File: src/rtl/adder_share_ctrl.sv
// adder_share_ctrl
//   Two requesters share a single N-bit ripple-carry slice. Each request is a
//   WIDTH = N*CHUNKS bit addition, sequenced LS chunk first over CHUNKS
//   cycles with the inter-chunk carry held in a 1-bit register. Arbitration
//   between the requesters is round-robin.
//
// Ports
//   clk, rst_n                 clock, asynchronous active-low reset
//   reqX_valid / reqX_ready    request handshake for requester X (0 or 1)
//   reqX_a, reqX_b, reqX_cin   operands and carry-in for requester X
//   resp_valid / resp_ready    response handshake
//   resp_id                    requester that owns the response
//   resp_sum, resp_cout        a + b + cin (mod 2^WIDTH) and carry-out
//   busy                       operation in progress (ADD or DONE)
module adder_share_ctrl #(
    parameter int unsigned N      = 16,
    parameter int unsigned CHUNKS = 4
) (
    input  logic                  clk,
    input  logic                  rst_n,
    input  logic                  req0_valid,
    output logic                  req0_ready,
    input  logic [N*CHUNKS-1:0]   req0_a,
    input  logic [N*CHUNKS-1:0]   req0_b,
    input  logic                  req0_cin,
    input  logic                  req1_valid,
    output logic                  req1_ready,
    input  logic [N*CHUNKS-1:0]   req1_a,
    input  logic [N*CHUNKS-1:0]   req1_b,
    input  logic                  req1_cin,
    output logic                  resp_valid,
    input  logic                  resp_ready,
    output logic                  resp_id,
    output logic [N*CHUNKS-1:0]   resp_sum,
    output logic                  resp_cout,
    output logic                  busy
);

    localparam int unsigned WIDTH = N * CHUNKS;
    localparam int unsigned KW    = (CHUNKS > 1) ? $clog2(CHUNKS) : 1;
    localparam logic [KW-1:0] K_LAST = KW'(CHUNKS - 1);

    typedef enum logic [1:0] {
        IDLE,
        ADD,
        DONE
    } state_e;

    state_e            state_q, state_d;
    logic [WIDTH-1:0]  a_q, b_q, sum_q;
    logic [KW-1:0]     k_q;
    logic              carry_q;
    logic              cout_q;
    logic              id_q;
    logic              last_grant_q;

    logic              grant0, grant1, accept, last_chunk;
    logic [N-1:0]      a_chunk, b_chunk;
    logic [N:0]        chunk_sum;

    // Round-robin grant: a lone requester always wins; on contention the
    // requester not granted last time wins.
    always_comb begin
        grant0     = req0_valid && (!req1_valid || last_grant_q);
        grant1     = req1_valid && (!req0_valid || !last_grant_q);
        accept     = (state_q == IDLE) && (grant0 || grant1);
        last_chunk = (k_q == K_LAST);
        a_chunk    = a_q[k_q*N +: N];
        b_chunk    = b_q[k_q*N +: N];
        chunk_sum  = {1'b0, a_chunk} + {1'b0, b_chunk} + {{N{1'b0}}, carry_q};
    end

    // State register
    always_ff @(posedge clk or negedge rst_n) begin
        if (!rst_n) state_q <= IDLE;
        else        state_q <= state_d;
    end

    // Next-state logic
    always_comb begin
        state_d = state_q;
        unique case (state_q)
            IDLE:    if (accept)     state_d = ADD;
            ADD:     if (last_chunk) state_d = DONE;
            DONE:    if (resp_ready) state_d = IDLE;
            default:                 state_d = IDLE;
        endcase
    end

    // Outputs. Readys are gated by rst_n so valids are ignored while reset
    // is asserted even though the state register already reads IDLE.
    always_comb begin
        req0_ready = rst_n && (state_q == IDLE) && grant0;
        req1_ready = rst_n && (state_q == IDLE) && grant1;
        resp_valid = (state_q == DONE);
        busy       = (state_q != IDLE);
        resp_id    = id_q;
        resp_sum   = sum_q;
        resp_cout  = cout_q;
    end

    // Operand capture and chunked datapath
    always_ff @(posedge clk or negedge rst_n) begin
        if (!rst_n) begin
            a_q          <= '0;
            b_q          <= '0;
            sum_q        <= '0;
            k_q          <= '0;
            carry_q      <= 1'b0;
            cout_q       <= 1'b0;
            id_q         <= 1'b0;
            last_grant_q <= 1'b1;
        end else begin
            unique case (state_q)
                IDLE: begin
                    if (accept) begin
                        id_q         <= grant1;
                        last_grant_q <= grant1;
                        a_q          <= grant1 ? req1_a   : req0_a;
                        b_q          <= grant1 ? req1_b   : req0_b;
                        carry_q      <= grant1 ? req1_cin : req0_cin;
                        k_q          <= '0;
                    end
                end
                ADD: begin
                    sum_q[k_q*N +: N] <= chunk_sum[N-1:0];
                    carry_q           <= chunk_sum[N];
                    if (last_chunk) cout_q <= chunk_sum[N];
                    else            k_q    <= k_q + 1'b1;
                end
                default: ;
            endcase
        end
    end

endmodule

File: config.mk
export PLATFORM = sky130hd
export DESIGN_NAME = adder_share_ctrl
export DESIGN_NICKNAME = d
export VERILOG_FILES = /design/src/rtl/adder_share_ctrl.sv
export SDC_FILE = /design/constraint.sdc
export NUM_CORES = 1
export LEC_CHECK = 0
export ABC_AREA = 1
export BUFFER_PORTS_ARGS = -buffer_cell sky130_fd_sc_hd__buf_2
export CAP_MARGIN = 20
export CORE_MARGIN = 2
export CORE_UTILIZATION = 36
export DETAILED_ROUTE_END_ITERATION = 7
export GPL_ROUTABILITY_DRIVEN = 0
export RECOVER_POWER = 50
export SLEW_MARGIN = 20
export SYNTH_ARGS = -nofsm -noshare
export SYNTH_HDL_FRONTEND = slang
export SYNTH_SLANG_ARGS = --single-unit
File: constraint.sdc
create_clock -name clk -period 6.6 [get_ports clk]
set_clock_uncertainty 0.1 [all_clocks]
set_input_delay 0.66 -clock clk [delete_from_list [all_inputs] [get_ports clk]]
set_output_delay 0.66 -clock clk [all_outputs]
set_load 0.02 [all_outputs]
==> results.md, run 1 <==
* Final core occ at 0.4460
* CTS tree: built
* Routed Antenna Nets at 0
* CTS Buf Count at 17
* Area leader, netlist: dfrtp_1
* Post-CTS setup buffer count at 0
* Global-route wire length before repair at between 50000 and 60000 um
* TritonRoute pass-1 iters at 5
* Hold Vio Cnt, Final at 0
* Pin slew with the least headroom to its limit at 3.496 ns
* Clock buffer depth at 2
* Sw Ratio at 0.5158
* Root buffer cell: clkbuf_16
* Most common cell in the netlist: nand2_1
* # hold bufs at CTS at 0
* Post-CTS Resized at 0
* Met1 Wirelength at 16530 um
* PD cells at 574.9 nW/um^2
* Type of the worst setup path: in -> out
* Vias in the first global route at 10.02k
* Top post-synthesis cells by count: 459 x nand2_1, 207 x nor2_1, 199 x dfrtp_1
* Core box area at 28780 um^2
* Drt wl/cell at 17.64 um
* Failing checks: capacitance limit, slew limit
* WL final at around 36000 um
* Die ar. at 30690 um^2
* Clk_lat worst skew at ~0.45 ns
* Worst hold path class: in -> reg
* I/O Buffers at 332
* Post-synthesis sequential area ratio at 0.4746
* Final setup violating endpoints at 0
* Cells after synthesis at 1377
* Post-synth EDFFs at 0
* Syn_nets at 1663
* Maximum level of the CTS H-tree at 4
* Overflow after GRT at 0
* Largest net degree at the start of global routing at 147
* CP Data Required Time at 5.84 ns
* CP Launch Type: input port
* Status: finished, violations left
* RSZ-0062 raised after global routing: false
* Worst slew margin at -1.330
* Initial Util at 0.3665
* Async SR Flop Fraction at 1.000
* Vias/cell at 5.126
* Area Growth Syn to Fin at 21.69%
* FF+latch count, synth at 200
* Clk network pwr share at 0.145
* Net switching power at 0.003806 W
* Reg power frac at 0.296
* Combinational power share at 0.559
* Clk sinks at 200
* ANT cells at 0
* Max layer used: met4
* Reg clk slew, reported paths at roughly 0.080 ns
* GRT Total Usage at 0.2325
* Drt drc at 0
* Synth warn at 0
* Crit path time final at roughly 4.6 ns
* Final #Nets at a little under 2k
* Routed met2 length at 17220 um
* DRT iter0 DRCs at 877
* Post-synth top area share at 0.4721
* FMAX at 0.2175 GHz
* Total negative slack at 0 ns
* Pleak at 6.285 nW
* Synth Cell Area at 10550 um^2
* Yosys cell types at 38
* Vias after detailed routing at ~10k
* Final period util at 0.6967
* Num rows at 62
* Layout cells sized above 1 at 0.1958
* Die X at 175.2 um
* Pins Over Slew Limit at between 100 and 150
* Num ports at 333
* Die height at 175.2 um
* Synth area leaders: dfrtp_1 47%, nand2_1 16%, a31oi_1 7.6%
* Max rail drop VDD at ~0.27 mV
* Critical Path AT at around 3.8 ns
* DP Wirelength at 26700 um
* Met3 routed WL at 1735 um
* Setup crit end kind: output pin
* Synth Flop Type: dfrtp_1
* MaxCap Viol Count at 2
* Synth Area per Inst at 7.661 um^2
* Worst Path Max Fanout at 63
* Initial antenna violation count at 0
* Internal power at 0.003574 W
[through the flow]
step,cell area [um^2],power [W],hold WS [ns],std cells,worst slack [ns]
3_3_place_gp,12340,0.006265,0.3607,2012,2.826
4_1_cts,12930,0.007409,0.09846,2044,2.734
3_5_place_dp,12340,0.006329,0.3610,2012,2.753
6_report,12840,0.007380,0.2975,2044,2.002
5_1_grt,12840,0.008017,0.2906,2044,1.160
2_1_floorplan,10550,0.005006,0.2644,1377,3.742
[cell usage in the layout, fill, tap and decap left out, types with 6 or more instances in the layout]
master and count:
inv_8 6, a21oi_1 14, buf_4 6, nor2_1 207, a31oi_1 128, nand2_1 458, o21ai_1 8, o21ai_0 80
clkbuf_1 67, dfrtp_1 198, ha_1 21, clkbuf_16 17, o22ai_1 30, inv_1 51, nand3_1 24, buf_2 265
nand4_1 18
[final cells by class]
type / instances / area, um^2
Fill cell: 3009 / 15940
Sequential cell: 200 / 5010
Multi-Input combinational cell: 1030 / 4891
Timing Repair Buffer: 339 / 1628
Tap cell: 384 / 480.5
Clock buffer: 17 / 425.4
Inverter: 59 / 232.7
Clock inverter: 15 / 170.2
[routing by layer]
metal | vias up | GRT usage
met4 | 0 | 0.05764
met2 | 352 | 0.3848
met3 | 31 | 0.03329
li1 | 5105 | -
met1 | 4989 | 0.3212
met5 | - | 0
[cells by family (layout without fill, tap and decap cells)]
family | after synthesis | after routing | share of synthesized area
flops | 200 | 200 | 0.4746
compound gates | 273 | 273 | 0.1525
buf+inv | 147 | 430 | 0.06251
simple gates | 725 | 725 | 0.2742
xor+xnor | 9 | 9 | 0.007472
fa+ha+maj | 23 | 23 | 0.02870
[power by group through the flow]
stage / combinational [W] / clock, W / sequential [W]
6_report: 0.00413 / 0.00107 / 0.00218
5_1_grt: 0.00465 / 0.00113 / 0.00224
4_1_cts: 0.00414 / 0.00109 / 0.00218
3_5_place_dp: 0.00413 / 0 / 0.00220
3_3_place_gp: 0.00407 / 0 / 0.00220
2_1_floorplan: 0.00290 / 0 / 0.00210
[registers in the layout (all words and copies together) (netlist names)]
signal	cells
resp_cout	1
resp_sum	64
state_q	2
k_q	2
b_q	64
resp_id	1
last_grant_q	1
carry_q	1
a_q	64
[worst max-delay path: stages]
cell	delay, ns
clkbuf_1	2.42
inv_1	0.24
nor3_1	0.28
buf_2	0.20
[final timing paths]
kind | slack (ns) | start | end | cells after the start
max reg2reg | 2.57 | k_q[0] | resp_sum[23] | 13
min in group asynchronous | 1.28 | rst_n | a_q[19] | 1
max in group asynchronous | 2.03 | rst_n | b_q[51] | 2
min reg2reg | 0.38 | resp_sum[41] | resp_sum[41] | 2
max | 2.00 | rst_n | req1_ready | 4
min | 0.30 | resp_ready | state_q[1] | 2
Power figures use the tool's default switching activity.
==> run 2: changes to the inputs <==
clock period = 4.4 ns   (was 6.6 ns; I/O delays follow)
==> run 2 against run 1 <==
The run still ends with capacitance limit, slew limit left. Hold slack worse by 0.23 ns. Non-clock buffer count grew 4. Routed wire length down 0.21%. Clock power up 48%. Setup slack got worse by 1.3 ns. Register-to-register slack worse by 1.8 ns. Sequential share of layout area down 0.17 points. Largest cell class unchanged. Largest power group unchanged.
==> results.md, run 2 (synthesis gave the netlist of run 1 again) <==
* Num ports at 333
* ANT cells at 0
* CP Data Required Time at 4.68 ns
* RSZ-0062 raised after global routing: false
* Post-CTS Resized at 0
* Reg power frac at 0.296
* Overflow after GRT at 0
* Vias after detailed routing at about 11k
* Fin worst setup slack at 0.7479 ns
* Initial Util at 0.3665
* Startpoint of the worst-slack reg-to-reg timing path: k_q[0]
* Multi-input combinational cell area at between 4000 and 5000 um^2
* Worst Path Max Fanout at 51
* Fillers at approximately 3.0k
* Root buffer cell: clkbuf_16
* Total negative slack at 0 ns
* Clk network pwr share at 0.143
* Clk_lat worst skew at 0.45 ns
* Global-route wire length before repair at 55020 um
* CP Launch Type: register
* TritonRoute pass-1 iters at 5
* Worst hold path class: in -> reg
* Clk sinks at 200
* Pins Over Slew Limit at 113
* Pin slew with the least headroom to its limit at 1.598 ns
* CTS Buf Count at 17
* Type of the worst setup path: reg -> reg
* CTS tree: built
* Final period util at 0.8300
* Placed Area at around 12000 um^2
* Die ar. at 30690 um^2
* Routed Antenna Nets at 0
* Hold Vio Cnt, Final at 0
* Sw Ratio at 0.5145
* Drt wl/cell at 17.57 um
* FMAX at 0.2738 GHz
* Finished Cell Area at 12890 um^2
* Max rail drop VDD at around 0.46 mV
* Status: finished, violations left
* I/O Buffers at 332
* WL final at 35990 um
* Crit path time final at 3.652 ns
* MaxCap Viol Count at 1
* Vias/cell at between 5 and 6
* Failing checks: capacitance limit, slew limit
* Critical Path AT at 3.93 ns
* Hold Startpoint: resp_ready
* GRT Total Usage at 0.2312
* Most frequent cells in the layout: 458 x nand2_1, 263 x buf_2, 207 x nor2_1
* DP Wirelength at 26560 um
* Final setup violating endpoints at 0
* Pleak at approximately 6.3 nW
* Final #Nets at 1937
* Maximum level of the CTS H-tree at 4
* Most common cell after layout, fill and taps aside: nand2_1
* Die X at 175.2 um
* Clock buffer depth at 2
* Sequential Area at 5010 um^2
* Layout cells sized above 1 at 0.1959
* Core box area at 28780 um^2
* Vias in the first global route at 9878
* Total power at 0.01105 W
* Die height at approximately 180 um
* CP startpoint: k_q[0]
* Hold_ws at approximately 0.069 ns
* Drt drc at 0
* Num rows at between 60 and 70
* Reg clk slew, reported paths at 0.08 ns
* Combinational power share at 0.561
* Area Growth Syn to Fin at 22.22%
* Net switching power at 0.005688 W
* Setup WS pre-CTS at between 0.7 and 0.8 ns
* Setup crit end kind: register
* Initial antenna violation count at 0
* Internal power at 0.005367 W
* Worst slew margin at -0.06535
* DRT iter0 DRCs at 878
* Largest net degree at the start of global routing at 158
* PD cells at approximately 860 nW/um^2
run 2: stage by stage:
step / instances / utilization
2_1_floorplan: 1377 / -
3_3_place_gp: 2015 / 0.4307
3_5_place_dp: 2015 / 0.4307
4_1_cts: 2048 / 0.4514
5_1_grt: 2048 / 0.4480
6_report: 2048 / 0.4480
run 2: final timing paths:
check | slack, ns | to | cells past startpoint
max | 0.75 | resp_sum[23] | 14
min | 0.07 | state_q[1] | 2
max reg2reg | 0.75 | resp_sum[23] | 14
min reg2reg | 0.38 | resp_sum[12] | 2
max in group asynchronous | 1.54 | resp_sum[27] | 3
min in group asynchronous | 0.45 | a_q[12] | 2
run 2: repair_timing:
action	CTS	global route
hold endpoints to repair	21	0
setup buffers	0	0
hold buffers	1	0
run 2: worst max-delay path, cell delays in order (launching register included):
cell and delay, ns:
dfrtp_4 0.68, inv_2 0.66, buf_4 0.35, o21ai_0 0.12
o22ai_1 0.21, ha_1 0.35, nand2_1 0.15, inv_1 0.06
a21oi_1 0.20, nand2_2 0.11, xor2_1 0.20, nand2_1 0.09
nor2_1 0.13, nand2_1 0.07, nand2_1 0.07
run 2: area by class of cell:
cell class                 instances  share of cell area
clock buffer                      18             0.03329
clock inverter                    14             0.01203
inverter                          59             0.01795
multi-input combinational       1030              0.3794
sequential                       200              0.3886
tap                              384             0.03727
timing repair buffer             343              0.1315
run 2: power groups by stage:
| stage | Combinational (W) | Clock, W | Sequential [W] |
|---|---|---|---|
| floorplan | 0.00436 | 0 | 0.00315 |
| finish | 0.00620 | 0.00158 | 0.00327 |
| detailed placement | 0.00623 | 0 | 0.00330 |
| global placement | 0.00613 | 0 | 0.00331 |
| CTS | 0.00625 | 0.00161 | 0.00327 |
| global route | 0.00695 | 0.00168 | 0.00335 |
run 2: routing by layer:
layer	vias up	GRT usage	share of wire
li1	5135	-	-
met1	4925	0.3192	0.44
met2	415	0.3768	0.48
met3	36	0.03938	0.065
met4	0	0.05972	0.016
met5	-	0	0
==> run 3: changes to the inputs <==
clock period = 3.1 ns   (was 4.4 ns; I/O delays follow)
==> run 3 against run 2 <==
The run still ends with capacitance limit, slew limit left. Combinational power grew 48%. Maximum frequency grew 28%. Critical path type unchanged. Die area is the same. Design area grew 3.0%. Global-route usage grew 0.24 points. First-iteration DRC count shrank 4.4%. Highest routed layer unchanged. Sequential cell count is the same. Critical endpoint is now resp_sum[25].
==> results.md, run 3 (synthesis gave the netlist of run 1 again) <==
* Max incr delay on CP at 0.51 ns
* Fillers at slightly below 3k
* Reg power frac at 0.285
* DRT iter0 DRCs at approximately 840
* Pins Over Slew Limit at 124
* Finished Cell Area at 13280 um^2
* Layout cells sized above 1 at 0.2033
* Die ar. at 30690 um^2
* Status: finished, violations left
* Num ports at ~330
* CP Launch Type: register
* Post-CTS setup buffer count at 0
* Maximum level of the CTS H-tree at 4
* Vias in the first global route at 10.16k
* Drt wl/cell at 17.44 um
* Drt drc at 0
* Core box area at ~29000 um^2
* Cell-by-cell trace of the critical path: inv_2 > buf_12 > o21ai_0 > o22ai_1 > ha_1 > or2_2 > nand3b_1 > nand2_1 > nand2_1 > nand2_1 > nand2_1 > nand2_1 > nand4_1 > nand2_1
* Most frequent cells in the layout: 457 x nand2_1, 264 x buf_2, 207 x nor2_1
* Pin slew with the least headroom to its limit at 1.713 ns
* Worst r2r path cells at 14
* Placed Area at between 10000 and 15000 um^2
* Hold Startpoint: req0_a[12]
* GRT Total Usage at 0.2336
* Final setup violating endpoints at 0
* Initial Util at 0.3665
* Worst slew margin at -0.1421
* Hold_ws at approximately 0.013 ns
* Critical Path AT at between 3 and 4 ns
* Crit path time final at 2.861 ns
* Initial antenna violation count at 0
* Startpoint of the worst-slack reg-to-reg timing path: k_q[0]
* Pleak at 6.493 nW
* Final instance count without filler cells at 2081
* Type of the worst setup path: reg -> reg
* Total power at about 0.016 W
* Vias/cell at 5.074
* Reg clk slew, reported paths at 0.09 ns
* I/O Buffers at approximately 330
* Internal power at 0.007865 W
* Final period util at 0.9228
* Cell total after placement at 2029
* Hold Path Depth at 3
* Clock buffer depth at 2
* FMAX at 0.3496 GHz
* Combinational power share at 0.573
* Root buffer cell: clkbuf_16
* Met2 GRT Util at 0.3824
* Met1 Usage GRT at 0.3225
* CTS tree: built
* Largest net degree at the start of global routing at 131
* Total negative slack at 0 ns
* TritonRoute pass-1 iters at 5
* Net switching power at 0.008175 W
* Setup crit end kind: register
* Routed Antenna Nets at 0
* WL final at 36300 um
* Worst hold path class: in -> reg
* CP Data Required Time at 3.34 ns
* Area Growth Syn to Fin at 25.93%
* DP Wirelength at between 20000 and 30000 um
* CP startpoint: k_q[0]
* Clk sinks at 200
* Max rail drop VDD at approximately 0.5 mV
* Overflow after GRT at 0
* Clk network pwr share at 0.142
* Clk_lat worst skew at between 0.4 and 0.5 ns
* Hold Vio Cnt, Final at 0
* Most common cell after layout, fill and taps aside: nand2_1
* Failing checks: capacitance limit, slew limit
* PD cells at between 1000 and 1500 nW/um^2
* ANT cells at 0
* Most numerous cell on the critical path: nand2_1
* GR Layer Usage met3 at 0.03590
* Final #Nets at 1970
* CP max stage cell: dfrtp_4
* Global-route wire length before repair at 55530 um
* Die X at about 180 um
* GRT Max-Usage Layer: met2
* Num rows at 62
* RSZ-0062 raised after global routing: false
* Die height at 175.2 um
* CTS Buf Count at 17
* MaxCap Viol Count at 1
* Sw Ratio at 0.5097
* Worst Path Max Fanout at 42
* Vias after detailed routing at 10.56k
[run 3: cell count changes in the layout (fill, tap and decap cells not counted), sizes merged]
cell         before  now
buf             272  286
inv              66   68
clkbuf           88   87
clkinv            7    6
dlygate4sd3       1   20
[run 3: final timing paths]
path | to | slack [ns]
worst max-delay path | resp_sum[25] | 0.24
worst min-delay path | a_q[12] | 0.01
worst max register to register | resp_sum[25] | 0.24
worst min register to register | resp_sum[9] | 0.39
max in group asynchronous | resp_sum[23] | 0.76
min in group asynchronous | a_q[48] | 0.18
[run 3: layout make-up]
class / instances / area (um^2) / area share
multi-input combinational: 1030 / 4907 / 0.3694
clock buffer: 17 / 425.4 / 0.03202
timing repair buffer: 376 / 2059 / 0.1550
inverter: 59 / 231.5 / 0.01742
sequential: 200 / 5010 / 0.3771
clock inverter: 15 / 170.2 / 0.01281
tap: 384 / 480.5 / 0.03617
[run 3: layer usage]
metal / wire length [um] / vias up
met5: 0 / -
met4: 565 / 0
met3: 2130 / 34
met2: 17300 / 387
met1: 16310 / 4953
li1: - / 5186
[run 3: repair_timing]
action                                  CTS  global route
hold buffers                             20             0
resized for setup                         0             5
endpoints found under the setup margin    0            23
endpoints found under the hold margin    41             0
[run 3: critical path: cells and delay by family, from the launching register on]
kind | cells | cell delay (ns)
flops | 1 | 0.51
compound gates | 2 | 0.35
fa+ha+maj | 1 | 0.34
simple gates | 9 | 1.14
buf+inv | 2 | 0.30
[run 3: power groups by stage]
stage	sequential, W	combinational [W]	clock, W
2_1_floorplan	0.00448	0.00618	0
3_3_place_gp	0.00462	0.00892	0
3_5_place_dp	0.00461	0.00909	0
4_1_cts	0.00456	0.00917	0.00232
5_1_grt	0.00468	0.0103	0.00242
6_report	0.00457	0.00918	0.00228
[run 3: through the flow]
stage | setup WS [ns] | utilization
after floorplan | 0.2418 | -
after global placement | 0.1810 | 0.4365
after detailed placement | 0.1120 | 0.4365
after CTS | 0.07523 | 0.4642
after global routing | 0.001326 | 0.4616
final | 0.2392 | 0.4616
